$ cat config.mk
export PLATFORM = sky130hd
export DESIGN_NAME = input_event_queue_flat
export DESIGN_NICKNAME = d
export VERILOG_FILES = /design/src/rtl/input_event_queue_if.sv /design/src/rtl/input_event_queue.sv /design/src/flat_wrapper.sv
export SDC_FILE = /design/constraint.sdc
export NUM_CORES = 1
export LEC_CHECK = 0
export CORE_MARGIN = 1.5
export CORE_UTILIZATION = 57
export CTS_CLUSTER_SIZE = 10
export DETAILED_ROUTE_END_ITERATION = 10
export PLACE_DENSITY = 0.8
export SLEW_MARGIN = 10
export SYNTH_ARGS = -nofsm -noshare
export SYNTH_HDL_FRONTEND = slang
export SYNTH_SLANG_ARGS = --single-unit
export TNS_END_PERCENT = 10
$ cat constraint.sdc
create_clock -name clk -period 5.97 [get_ports clk]
set_input_delay 0.597 -clock clk [delete_from_list [all_inputs] [get_ports clk]]
set_output_delay 0.597 -clock clk [all_outputs]
set_load 0.03 [all_outputs]
$ cat src/rtl/input_event_queue_if.sv
// input_event_queue_if: button/pop/status bundle between debouncer, game logic and the event queue
// Ports:
//   btn_left/btn_right/btn_rotate/btn_down  one-cycle button request pulses
//   rd_en      pop strobe from game logic
//   clr_ovf    clears the sticky overflow flag
//   evt_valid  queue non-empty, evt_code holds the head
//   evt_code   head event: 00 left, 01 right, 10 rotate, 11 down
//   count      current occupancy
//   overflow   sticky event-lost flag
interface input_event_queue_if;
    logic       btn_left;
    logic       btn_right;
    logic       btn_rotate;
    logic       btn_down;
    logic       rd_en;
    logic       clr_ovf;
    logic       evt_valid;
    logic [1:0] evt_code;
    logic [2:0] count;
    logic       overflow;
    modport master (
        output btn_left, btn_right, btn_rotate, btn_down, rd_en, clr_ovf,
        input  evt_valid, evt_code, count, overflow
    );
    modport slave (
        input  btn_left, btn_right, btn_rotate, btn_down, rd_en, clr_ovf,
        output evt_valid, evt_code, count, overflow
    );
endinterface

$ cat src/rtl/input_event_queue.sv
// input_event_queue: latches button pulses into pending bits and arbitrates them into a show-ahead FIFO
// Ports:
//   clk    system clock, rising edge
//   rst_n  asynchronous active-low reset
//   bus    input_event_queue_if.slave: button pulses, rd_en, clr_ovf in; evt_valid, evt_code, count, overflow out
module input_event_queue #(
    parameter int DEPTH = 4
) (
    input logic                clk,
    input logic                rst_n,
    input_event_queue_if.slave bus
);
    logic [3:0] btn, grant, pend_q, pend_d;
    logic [2:0] wp_q, wp_d, rp_q, rp_d, cnt_q, cnt_d;
    logic       ovf_q, ovf_d, push, pop;
    logic [1:0] code;
    // Eight slots so a 3-bit pointer indexes exactly; only DEPTH are used.
    logic [1:0] mem_q [8];

    always_comb begin
        btn    = {bus.btn_down, bus.btn_rotate, bus.btn_right, bus.btn_left};
        pop    = bus.rd_en && cnt_q != 3'd0;
        push   = |pend_q && (cnt_q < 3'(DEPTH) || pop);
        code   = pend_q[0] ? 2'd0 : pend_q[1] ? 2'd1 : pend_q[2] ? 2'd2 : 2'd3;
        grant  = push ? 4'b0001 << code : 4'b0000;
        // A pulse on the bit being transferred simply re-arms it.
        pend_d = (pend_q & ~grant) | btn;
        ovf_d  = |(btn & pend_q & ~grant) || (ovf_q && !bus.clr_ovf);
        wp_d   = push ? (wp_q == 3'(DEPTH - 1) ? 3'd0 : wp_q + 3'd1) : wp_q;
        rp_d   = pop ? (rp_q == 3'(DEPTH - 1) ? 3'd0 : rp_q + 3'd1) : rp_q;
        cnt_d  = cnt_q + {2'b00, push} - {2'b00, pop};
    end

    always_ff @(posedge clk or negedge rst_n) begin
        if (!rst_n) begin
            pend_q <= 4'b0;
            wp_q   <= 3'd0;
            rp_q   <= 3'd0;
            cnt_q  <= 3'd0;
            ovf_q  <= 1'b0;
        end else begin
            pend_q <= pend_d;
            wp_q   <= wp_d;
            rp_q   <= rp_d;
            cnt_q  <= cnt_d;
            ovf_q  <= ovf_d;
        end
    end

    // Storage needs no reset: the head is only exposed while count is non-zero.
    always_ff @(posedge clk) begin
        if (push) mem_q[wp_q] <= code;
    end

    assign bus.evt_valid = cnt_q != 3'd0;
    assign bus.evt_code  = bus.evt_valid ? mem_q[rp_q] : 2'b00;
    assign bus.count     = cnt_q;
    assign bus.overflow  = ovf_q;
endmodule

$ cat src/flat_wrapper.sv
// flat-port wrapper written by rule: the top's interface ports become plain ports
module input_event_queue_flat 
#(
    parameter int DEPTH = 4
)
  (clk, rst_n, bus_btn_left, bus_btn_right, bus_btn_rotate, bus_btn_down, bus_rd_en, bus_clr_ovf, bus_evt_valid, bus_evt_code, bus_count, bus_overflow);
  input_event_queue_if bus_i ();
  input logic clk;
  input logic rst_n;
  input wire logic [$bits(bus_i.btn_left)-1:0] bus_btn_left;
  input wire logic [$bits(bus_i.btn_right)-1:0] bus_btn_right;
  input wire logic [$bits(bus_i.btn_rotate)-1:0] bus_btn_rotate;
  input wire logic [$bits(bus_i.btn_down)-1:0] bus_btn_down;
  input wire logic [$bits(bus_i.rd_en)-1:0] bus_rd_en;
  input wire logic [$bits(bus_i.clr_ovf)-1:0] bus_clr_ovf;
  output wire logic [$bits(bus_i.evt_valid)-1:0] bus_evt_valid;
  output wire logic [$bits(bus_i.evt_code)-1:0] bus_evt_code;
  output wire logic [$bits(bus_i.count)-1:0] bus_count;
  output wire logic [$bits(bus_i.overflow)-1:0] bus_overflow;
  assign bus_i.btn_left = bus_btn_left;
  assign bus_i.btn_right = bus_btn_right;
  assign bus_i.btn_rotate = bus_btn_rotate;
  assign bus_i.btn_down = bus_btn_down;
  assign bus_i.rd_en = bus_rd_en;
  assign bus_i.clr_ovf = bus_clr_ovf;
  assign bus_evt_valid = bus_i.evt_valid;
  assign bus_evt_code = bus_i.evt_code;
  assign bus_count = bus_i.count;
  assign bus_overflow = bus_i.overflow;
  input_event_queue #(.DEPTH(DEPTH)) u_core (.clk(clk), .rst_n(rst_n), .bus(bus_i));
endmodule
# [Word-level counts from Yosys, hierarchy flattened]
# Memories as Yosys holds them, arrays and structs flattened.
# Index checks and enable logic that the tools add are counted.
[op_classes] n_addsub=4 order_cmp=1 eq_ne=2 shifts=1 n_mux=9 bitwise=5 reduce_logical=9
[ops] operator="4-bit AND" count=3
[ops] operator="4-bit OR reduction" count=2
[ops] operator="3-bit by 1-bit adder with 3-bit output (second input constant)" count=2
[ops] operator="3-bit by 2-bit equality test with 1-bit output (second input constant)" count=2
[ops] operator="2-bit two-way mux" count=3
[ops] operator="3-bit two-way mux" count=2
[ops] operator="4-bit two-way mux" count=1
[ops] operator="4-bit inverter" count=1
[ops] operator="4-bit bitwise OR" count=1
[ops] operator="1-bit by 2-bit << shifter with 4-bit output (first input constant)" count=1
[ops] operator="3-bit by 1-bit adder with 3-bit output" count=1
[ops] operator="1-bit logical AND" count=3
[ops] operator="3-bit less-than comparator (second input constant)" count=1
[ops] operator="1-bit two-way mux" count=3
[ops] operator="3-bit nonzero test" count=1
[ops] operator="3-bit by 1-bit subtractor with 3-bit output" count=1
[ops] operator="1-bit logical OR" count=2
[ops] operator="1-bit zero test" count=1
[totals] ff_bits=14 ram_bits=16 inputBits=8 out_inout_bits=7 elab_cells=37 memories=1
[memory_table] memory="u_core.mem_q" words=8 width=2 read_ports=1 rd_ports_with_merged_regs=0 write_ports=1 line_no="input_event_queue.sv:18" rtl="logic [1:0] mem_q [8];"

# [Depth between registers and ports, before layout]
# Gate-level depths: netlist (run 1).
[logic_depth] word_depth=9 mapped_depth=9 mapped_depth_nobuf=8

# [Least setup slack after synthesis (run 1)]
# Ideal clock, no wire load.
[synth_path] path_kind="register to register" start="reg u_core.cnt_q[2], in the netlist u_core.bus.count[2]" end="reg u_core.cnt_q[2], in the netlist u_core.bus.count[2]" setup_time_ns=0.135 t_arrival_ns=2.055 required_ns=5.835 path_slack_ns=3.780 path_stages_with_launch=9 n_path_buf=0 period_less_slack_ns=2.190 path_cell_list="dfrtp_1 nor3_2 nor2b_1 ha_1 inv_1 ha_1 fa_1 xor2_1 xnor2_1"
[synth_between] elab_chain_cells=6 word_cells_on_any_way=7 classes_between="add/sub: 2; order compare: 1; reduce/logical: 4"
[synth_lines] item="start, declared" line_no="input_event_queue.sv:14" rtl="logic [2:0] wp_q, wp_d, rp_q, rp_d, cnt_q, cnt_d;"
[synth_lines] item="start signal, assigned" line_no="input_event_queue.sv:45" rtl="cnt_q <= cnt_d;"
[synth_lines] item="3-bit nonzero test (*)" line_no="input_event_queue.sv:22" rtl="pop = bus.rd_en && cnt_q != 3'd0;"
[synth_lines] item="1-bit logical AND (*)" line_no="input_event_queue.sv:22"
[synth_lines] item="via u_core.pop" line_no="input_event_queue.sv:15" rtl="logic ovf_q, ovf_d, push, pop;"
[synth_lines] item="1-bit logical OR" line_no="input_event_queue.sv:23" rtl="push = |pend_q && (cnt_q < 3'(DEPTH) || pop);"
[synth_lines] item="1-bit logical AND" line_no="input_event_queue.sv:23"
[synth_lines] item="3-bit by 1-bit adder with 3-bit output" line_no="input_event_queue.sv:31" rtl="cnt_d = cnt_q + {2'b00, push} - {2'b00, pop};"
[synth_lines] item="3-bit by 1-bit subtractor with 3-bit output (*)" line_no="input_event_queue.sv:31"
[synth_lines] item="via u_core.cnt_d[2]" line_no="input_event_queue.sv:14"
# Mark *: on every way through the listed nets, which the timed path passes. The rest lies on a longest branch.
# A chain may end at the register's enable or synchronous reset.

# [Worst setup path after layout (run 1)]
[layout_path] start="reg u_core.rp_q[1]" end="out bus_evt_code[0]"
[layout_between] elab_chain_cells=2
[layout_lines] item="start, declared" line_no="input_event_queue.sv:14"
[layout_lines] item="start signal, assigned" line_no="input_event_queue.sv:44" rtl="rp_q <= rp_d;"
[layout_lines] item="memory 8 x 2 bit"
[layout_lines] item="2-bit two-way mux" line_no="input_event_queue.sv:56" rtl="assign bus.evt_code = bus.evt_valid ? mem_q[rp_q] : 2'b00;"
[layout_lines] item="end, declared" line_no="flat_wrapper.sv:17" rtl="output wire logic [$bits(bus_i.evt_code)-1:0] bus_evt_code;"
# No other way between the ends.

==> flow_summary.ini, run 1 <==
[status]
status = finished, final reports clean

[floorplan]
std_cell_rows = 17
start_util = 0.6229
pin_count = 15
die_area_mm2 = 0.002795
chipWidth_um = 52.87
die_h_um = 52.87
design.core.area_mm2 = 0.002276

[global_route]
antenna_found_initial = 0
grt_max_degree = 15
grt_pass1_wl_um = 3919
grt_pass1_vias = 836
track_usage = 0.2123
overflow = 0

[yosys]
yosys_warnings = 0
synth_top_family_by_area = simple AND/OR/NAND/NOR gates
synthAdderAreaFrac = 0.04943
async_flop_share = 0.4667
avgSynthCellArea_um2 = 13.90
synthesis.area_mm2 = 0.001418
synth_compound_area_frac = 0.09003
synth_top_area_cell = edfxtp_1
synth_xor_area_frac = 0.01236
synth_seq_area_share = 0.5861
synthFlopType = edfxtp_1
synth-seq-cells = 30
synthTopCellsByCount = edfxtp_1 (16), dfrtp_1 (14), inv_1 (11)
synth.area.mux_share = 0.09356
ys_types = 36
synth_most_common_cell = edfxtp_1
syn_nets = 115
ys_top_cells_by_area = edfxtp_1 (34%), dfrtp_1 (25%), mux4_2 (6.4%)
synth_edf_count = 16
syn_inst = 102
yosysTopAreaCellShare = 0.3389
synthSimpleGateAreaFrac = 0.1077

[finish]
num_antenna_cells = 0
final_nets = 132
layout.cells.non_filler = 148
drive_above_1_share = 0.1667
finalInstanceArea_mm2 = 0.001603
area_growth_pct = 13.06
fin_util = 0.7042
fillers = 154

[clock_network]
cts.clk_slew.worst_paths_ns = 0.09
post-cts-setup-buffer-count = 0
cts_inserted_buffers = 5
cts.sinks = 30
h-tree-depth = 2
cts_resized = 0
clk-insertion-delay-late_ns = 0.32
root_buffer = clkbuf_4
cts_buffer_depth = 2
holdBufCountCts = 0
cts_tree = done

[power_and_ir_drop]
ir_drop_v = 0.0003128
leakage_nw = 0.6140
finalPower_mw = 0.7672
power_density_mw_per_mm2 = 478.7

[sta]
final_max_slew_viol_count = 0
rsz0062_at_grt = false
tightest_slew_ns = 0.6260
fmaxAchievable_mhz = 356.0
period_minus_slack_ns = 2.809
setup_viol = 0
final.setup.tns_ns = 0
worst_clock_skew_ns = 0.009012
maxSlewHeadroom = 0.5813
finalHoldViolCount = 0
period_share = 0.4706

[critical_path]
crit_buf_inv = 1
cp_cell_sequence = mux4_2, mux2i_1, nor2_1, clkdlybuf4s50_1
cp.required_ns = 5.37
path_max_fanout = 6
start_kind = register
path_class = reg2out
end_kind = output pin
worst_ep_arrival_time_ns = 2.21
max_stage_delay_ns = 0.60
critical_path.top_delay_family = multiplexers
cpMaxStageDelayCell = clkdlybuf4s50_1

[route]
avgRoutedWirePerCell_um = 16.25
antenna_left = 0
totalWireLength_um = 2405
viasPerCell = 5.561
detail_route.first_pass.iterations = 4
num_vias = 823
drc = 0
initialDrtViolationCount = 25

[hold_path]
hold_path.class = reg2reg

[placement]
placed_area_mm2 = 0.001554
dp_hpwl_um = 1667
port_buffers = 14
gp_congestion = 0.7078
place_inst = 140

[run]
maxCapViolations = 0
worst reg2reg max path, stage by stage (launching register included):
cell     delay (ns)
dfrtp_1        0.44
nor3_2         0.32
nor2b_1        0.17
ha_1           0.31
inv_1          0.04
ha_1           0.20
fa_1           0.40
xor2_1         0.18
xnor2_1        0.13
placed cells by master (no fill, tap or decap), types with 2 or more instances in the layout:
| master | netlist | layout |
|---|---|---|
| a21o_2 | 2 | 2 |
| a21oi_1 | 3 | 3 |
| clkbuf_1 | 0 | 3 |
| clkbuf_4 | 0 | 5 |
| clkdlybuf4s50_1 | 0 | 14 |
| dfrtp_1 | 14 | 14 |
| edfxtp_1 | 16 | 16 |
| ha_1 | 4 | 4 |
| inv_1 | 11 | 11 |
| mux2_2 | 2 | 2 |
| mux2i_1 | 2 | 2 |
| mux4_2 | 4 | 4 |
| nand2_1 | 3 | 3 |
| nand2b_1 | 3 | 3 |
| nor2_1 | 6 | 6 |
| nor3_1 | 3 | 3 |
| nor3_2 | 2 | 2 |
| o21ai_0 | 4 | 4 |
per-stage QoR:
step / setup slack [ns] / hold WS (ns)
floorplan: 3.780 / 0.3014
global placement: 3.327 / 0.4927
global route: 3.068 / 0.5371
detailed placement: 3.275 / 0.5047
CTS: 3.130 / 0.5255
finish: 3.161 / 0.5151
logic make-up after synthesis:
group / count (synthesis)
flip-flops: 30
AND/OR/NAND/NOR: 23
AO/OA/AOI/OAI: 18
buffers and inverters: 16
multiplexers: 8
adder cells (fa/ha/maj): 5
XOR/XNOR: 2
flip-flops by register name, summed over array words and instances, names as in the netlist:
signal,cells
u_core.mem_q,16
u_core.pend_q,4
u_core.bus.count,3
u_core.rp_q,3
u_core.wp_q,3
u_core.bus.overflow,1
where the power goes:
| part | internal (mW) | total [mW] | switching [mW] |
|---|---|---|---|
| Combinational | 0.159 | 0.327 | 0.167 |
| Sequential | 0.274 | 0.331 | 0.0562 |
| Clock | 0.0469 | 0.110 | 0.0630 |
layout make-up:
| class | count | area, um^2 | area share |
|---|---|---|---|
| Tap cell | 28 | 35.03 | 0.02186 |
| Sequential cell | 30 | 830.8 | 0.5183 |
| Clock buffer | 8 | 48.80 | 0.03044 |
| Timing Repair Buffer | 14 | 140.1 | 0.08743 |
| Multi-Input combinational cell | 56 | 500.5 | 0.3123 |
| Inverter | 12 | 47.55 | 0.02966 |
path summary, 6_finish.rpt:
path | start | cells after the start | endpoint | slack [ns]
setup / recovery | u_core.rp_q[1]$_DFFE_PN0P_ | 4 | bus_evt_code[0] | 3.16
hold / removal | u_core.bus.overflow$_DFF_PN0_ | 2 | u_core.bus.overflow$_DFF_PN0_ | 0.52
setup reg to reg | u_core.bus.count[2]$_DFF_PN0_ | 8 | u_core.bus.count[2]$_DFF_PN0_ | 3.68
hold reg to reg | u_core.bus.overflow$_DFF_PN0_ | 2 | u_core.bus.overflow$_DFF_PN0_ | 0.52
max in group asynchronous | rst_n | 1 | u_core.wp_q[2]$_DFFE_PN0P_ | 4.90
min in group asynchronous | rst_n | 1 | u_core.wp_q[1]$_DFFE_PN0P_ | 0.66
per-layer routing:
metal	part of all wire	up-vias	global-route usage
li1	-	402	-
met1	0.45	399	0.2505
met2	0.50	17	0.3563
met3	0.032	5	0.05932
met4	0.014	0	0.1026
met5	0	-	0
(Power assumes the default switching activity.)
==> inputs of run 2 (changes only) <==
--- a/config.mk
+++ b/config.mk
@@ -6,10 +6,10 @@
 export NUM_CORES = 1
 export LEC_CHECK = 0
 export CORE_MARGIN = 1.5
-export CORE_UTILIZATION = 57
+export CORE_UTILIZATION = 55
 export CTS_CLUSTER_SIZE = 10
 export DETAILED_ROUTE_END_ITERATION = 10
-export PLACE_DENSITY = 0.8
+export PLACE_DENSITY = 0.78
 export SLEW_MARGIN = 10
 export SYNTH_ARGS = -nofsm -noshare
 export SYNTH_HDL_FRONTEND = slang
==> constraint.sdc (replaced) <==
create_clock -name clk -period 2.8 [get_ports clk]
set_input_delay 0.28 -clock clk [delete_from_list [all_inputs] [get_ports clk]]
set_output_delay 0.28 -clock clk [all_outputs]
set_load 0.03 [all_outputs]
==> run 2 against run 1 <==
Against the previous run: sequential power up 110%; routed wire length down 5.5%; final area up 2.3%; sequential share of layout area down 1.1 points; die area up 3.4%; critical path type unchanged; largest cell class unchanged.
==> flow_summary.ini, run 2 (same netlist as run 1, synthesis figures left out) <==
[status]
status = finished, final reports clean

[finish]
final_nets = 132
drive_above_1_share = 0.1917
largest_register_ff_count = 16
largest-register = u_core.mem_q
num_antenna_cells = 0
largest_registers = u_core.mem_q x16, u_core.pend_q x4
area_growth_pct = 15.62
final_common_cell = edfxtp_1
final_cell_mix = edfxtp_1 (16), clkdlybuf4s50_1 (14), dfrtp_1 (14)

[route]
antenna_left = 0
wl_met2_um = 1080
topRoutingLayerUsed = met4
drc = 0
detail_route.first_pass.iterations = 4
num_vias = 824
avgRoutedWirePerCell_um = 15.15
totalWireLength_um = 2273
wl_met3_um = 91
initialDrtViolationCount = 16
met1_length_um = 1054
viasPerCell = 5.493

[critical_path]
start_kind = register
rr_worst_depth = 8
max_stage_delay_ns = 0.60
crit_start = u_core.rp_q[1]$_DFFE_PN0P_
r2r_end = u_core.bus.count[2]$_DFF_PN0_
cpMaxStageDelayCell = clkdlybuf4s50_1
path_max_fanout = 6
rrSetupSlack_ns = 0.54
cp_cell_sequence = mux4_2, mux2i_1, nor2_1, clkdlybuf4s50_1
worst_ep_arrival_time_ns = 2.18
path_class = reg2out
cp.required_ns = 2.52
end_kind = output pin
worstReg2RegStart = u_core.bus.count[2]$_DFF_PN0_

[power_and_ir_drop]
pwr-share-clk = 0.196
power_density_mw_per_mm2 = 1059
switchingPower_mw = 0.6223
leakage_nw = 0.6249
p_sw_frac = 0.3584
intPower_mw = 1.114
finalPower_mw = 1.736
pwr-share-comb = 0.400
p_seq_frac = 0.403
ir_drop_v = 0.0007470

[sta]
period_share = 0.8801
tightest_slew_ns = 0.6203
rsz0062_at_grt = false
maxSlewHeadroom = 0.5852
setup_viol = 0
fmaxAchievable_mhz = 405.8
worst_clock_skew_ns = 0.005459
final.setup.tns_ns = 0
final_max_slew_viol_count = 0
finalHoldViolCount = 0
period_minus_slack_ns = 2.464
setup_slack_ns = 0.3356

[global_route]
grt_max_degree = 15
overflow = 0
track_usage = 0.2028
grt_pass1_wl_um = 3815
grt_pass1_vias = 787
antenna_found_initial = 0

[clock_network]
clk-insertion-delay-late_ns = 0.33
holdBufCountCts = 0
h-tree-depth = 2
cts_buffer_depth = 2
cts_resized = 0
cts.sinks = 30
root_buffer = clkbuf_4
post-cts-setup-buffer-count = 0
cts.clk_slew.worst_paths_ns = 0.10
cts_inserted_buffers = 5
cts_tree = done

[floorplan]
die_area_mm2 = 0.002891
start_util = 0.5775
design.core.area_mm2 = 0.002455
chipWidth_um = 53.77
std_cell_rows = 18
pin_count = 15
die_h_um = 53.77

[placement]
dp_hpwl_um = 1736
gp_congestion = 0.8339
port_buffers = 14
pre_cts_slack_ns = 0.4104

[hold_path]
hold_path.class = in2async

[run]
maxCapViolations = 0
## run 2: cell count changes in the layout (fill, tap and decap cells not counted), sizes merged
cell and change:
bufinv +1, clkinvlp +2, clkbuf -3
## run 2: cell type report
cell class                 count  area [um^2]
clock buffer                   5        37.54
clock inverter                 3        45.04
fill                         175        815.8
inverter                      12        47.55
multi-input combinational     56        500.5
sequential                    30        830.8
tap                           30        37.54
timing repair buffer          14        140.1
## run 2: worst max path at each step
stage / to / slack [ns] / cells after the start
4_1_cts: bus_evt_code[0] / 0.30 / 4
6_report: bus_evt_code[0] / 0.34 / 4
3_3_place_gp: u_core.bus.count[2]$_DFF_PN0_ / 0.47 / 8
2_1_floorplan: u_core.bus.count[2]$_DFF_PN0_ / 0.61 / 8
3_5_place_dp: u_core.bus.count[2]$_DFF_PN0_ / 0.41 / 8
5_1_grt: bus_evt_code[1] / 0.20 / 4
## run 2: power by group through the flow
stage | logic (mW) | registers, mW | clock network [mW]
floorplan | 0.474 | 0.724 | 0
global placement | 0.669 | 0.702 | 0
detailed placement | 0.709 | 0.712 | 0
CTS | 0.710 | 0.702 | 0.350
global route | 0.778 | 0.719 | 0.372
finish | 0.695 | 0.700 | 0.341
## run 2: metal layers
metal | vias to the layer above | track usage
li1 | 408 | -
met1 | 394 | 0.2533
met2 | 15 | 0.3150
met3 | 7 | 0.06667
met4 | 0 | 0.1026
met5 | - | 0
## run 2: worst max-delay path: cells and delay by family, from the launching register on
kind / cells / cell delay (ns)
mux: 2 / 0.69
flops: 1 / 0.52
simple gates: 1 / 0.05
buf+inv: 1 / 0.60
## run 2: metrics by stage
step | cell area (um^2) | utilization | cells | hold slack [ns]
floorplan | 1418 | - | 102 | -0.01559
global placement | 1556 | 0.6340 | 142 | 0.5013
detailed placement | 1556 | 0.6340 | 142 | 0.5052
CTS | 1639 | 0.6677 | 150 | 0.3572
global route | 1639 | 0.6677 | 150 | 0.3721
finish | 1639 | 0.6677 | 150 | 0.3310
==> inputs of run 3 (changes only) <==
==> constraint.sdc (replaced) <==
create_clock -name clk -period 2.8 [get_ports clk]
set_input_delay 0.56 -clock clk [delete_from_list [all_inputs] [get_ports clk]]
set_output_delay 0.56 -clock clk [all_outputs]
set_load 0.03 [all_outputs]
==> run 3 against run 2 <==
Against the previous run: core utilization rose by 1.2 points; sequential power rose by 0.7%; sequential share of layout area fell by 0.84 points; flip-flop and latch count did not move.
==> flow_summary.ini, run 3 (same netlist as run 1, synthesis figures left out) <==
[finish]
largest-register = u_core.mem_q
largest_register_ff_count = 16
largest_registers = u_core.mem_q x16, u_core.pend_q x4
area_growth_pct = 17.74
final_nets = 133
drive_above_1_share = 0.1983
num_antenna_cells = 0
final_common_cell = edfxtp_1
final_cell_mix = edfxtp_1 (16), clkdlybuf4s50_1 (13), dfrtp_1 (13)

[sta]
final.setup.tns_ns = 0
period_minus_slack_ns = 2.684
setup_slack_ns = 0.1161
maxSlewHeadroom = 0.5699
period_share = 0.9586
worst_clock_skew_ns = 0.005575
final_max_slew_viol_count = 0
rsz0062_at_grt = false
fmaxAchievable_mhz = 372.6
tightest_slew_ns = 0.6431
finalHoldViolCount = 0
setup_viol = 0

[route]
viasPerCell = 5.642
drc = 0
antenna_left = 0
totalWireLength_um = 2386
avgRoutedWirePerCell_um = 15.80
initialDrtViolationCount = 17
detail_route.first_pass.iterations = 4
num_vias = 852

[global_route]
antenna_found_initial = 0
overflow = 0
track_usage = 0.2034
grt_pass1_vias = 837
grt_max_degree = 15
grt_pass1_wl_um = 3919

[floorplan]
die_area_mm2 = 0.002891
chipWidth_um = 53.77
die_h_um = 53.77
std_cell_rows = 18
design.core.area_mm2 = 0.002455
start_util = 0.5775
pin_count = 15

[critical_path]
path_max_fanout = 6
start_kind = register
rr_worst_depth = 7
end_kind = output pin
cp.required_ns = 2.24
worst_ep_arrival_time_ns = 2.12
path_class = reg2out

[placement]
port_buffers = 14
pre_cts_slack_ns = 0.1399
dp_hpwl_um = 1742
gp_congestion = 0.7131

[clock_network]
h-tree-depth = 2
cts_tree = done
root_buffer = clkbuf_4
cts.sinks = 30
cts.clk_slew.worst_paths_ns = 0.10
cts_inserted_buffers = 5
cts_buffer_depth = 2
post-cts-setup-buffer-count = 0
clk-insertion-delay-late_ns = 0.32

[power_and_ir_drop]
leakage_nw = 0.6549
power_density_mw_per_mm2 = 1087
ir_drop_v = 0.0007351

[status]
status = finished, final reports clean

[run]
maxCapViolations = 0

[hold_path]
hold_path.class = reg2reg
whs_path_depth = 2
run 3: changes by cell type in the layout (fill, tap and decap cells not counted):
| cell | change |
|---|---|
| clkinvlp_4 | -2 |
| bufinv_16 | +1 |
| dfrtp_2 | +1 |
| dlymetal6s2s_1 | +1 |
| buf_4 | +1 |
| clkdlybuf4s50_1 | -1 |
| clkinv_1 | +1 |
| dfrtp_1 | -1 |
run 3: worst paths after layout:
check                                         startpoint                             to  slack [ns]
setup / recovery              u_core.rp_q[1]$_DFFE_PN0P_                bus_evt_code[1]        0.12
min in group asynchronous                          rst_n     u_core.rp_q[0]$_DFFE_PN0P_        0.62
hold / removal             u_core.bus.overflow$_DFF_PN0_  u_core.bus.overflow$_DFF_PN0_        0.53
setup reg to reg              u_core.pend_q[0]$_DFF_PN0_  u_core.bus.count[2]$_DFF_PN0_        0.55
max in group asynchronous                          rst_n     u_core.rp_q[1]$_DFFE_PN0P_        1.73
hold reg to reg            u_core.bus.overflow$_DFF_PN0_  u_core.bus.overflow$_DFF_PN0_        0.53
run 3: final cells by class:
class                      count  area, um^2
clock buffer                   5       37.54
clock inverter                 3       63.81
fill                         173       785.8
inverter                      12       47.55
multi-input combinational     56       500.5
sequential                    30       832.0
tap                           30       37.54
timing repair buffer          15       150.1
run 3: routing by layer:
| metal | track usage | vias up | wire length (um) |
|---|---|---|---|
| li1 | - | 413 | - |
| met1 | 0.2645 | 417 | 1101 |
| met2 | 0.3110 | 18 | 1160 |
| met3 | 0.05833 | 4 | 90 |
| met4 | 0.1026 | 0 | 32 |
| met5 | 0 | - | 0 |
run 3: power by group:
part | total, mW | switching [mW] | internal [mW]
sequential | 0.705 | 0.118 | 0.587
clock | 0.422 | 0.147 | 0.275
combinational | 0.688 | 0.351 | 0.337
run 3: through the flow:
stage / cells / hold slack [ns] / instance area, um^2 / total power, mW / util
3_3_place_gp: 143 / 0.5058 / 1564 / 1.373 / 0.6371
3_5_place_dp: 143 / 0.5071 / 1564 / 1.409 / 0.6371
4_1_cts: 151 / 0.5283 / 1667 / 1.838 / 0.6789
6_report: 151 / 0.5287 / 1669 / 1.815 / 0.6799
5_1_grt: 151 / 0.5820 / 1669 / 1.931 / 0.6799
2_1_floorplan: 102 / 0.2644 / 1418 / 1.198 / -
run 3: what timing repair did:
action,4_1_cts,5_1_grt
setup endpoints to repair,1,1
hold buffers,0,0
gates resized for setup,1,1
run 3: critical path, stage by stage (launching register included):
cell and delay, ns:
dfrtp_2 0.47, mux4_2 0.53, mux2i_1 0.15, nor2_1 0.06, clkdlybuf4s50_1 0.59
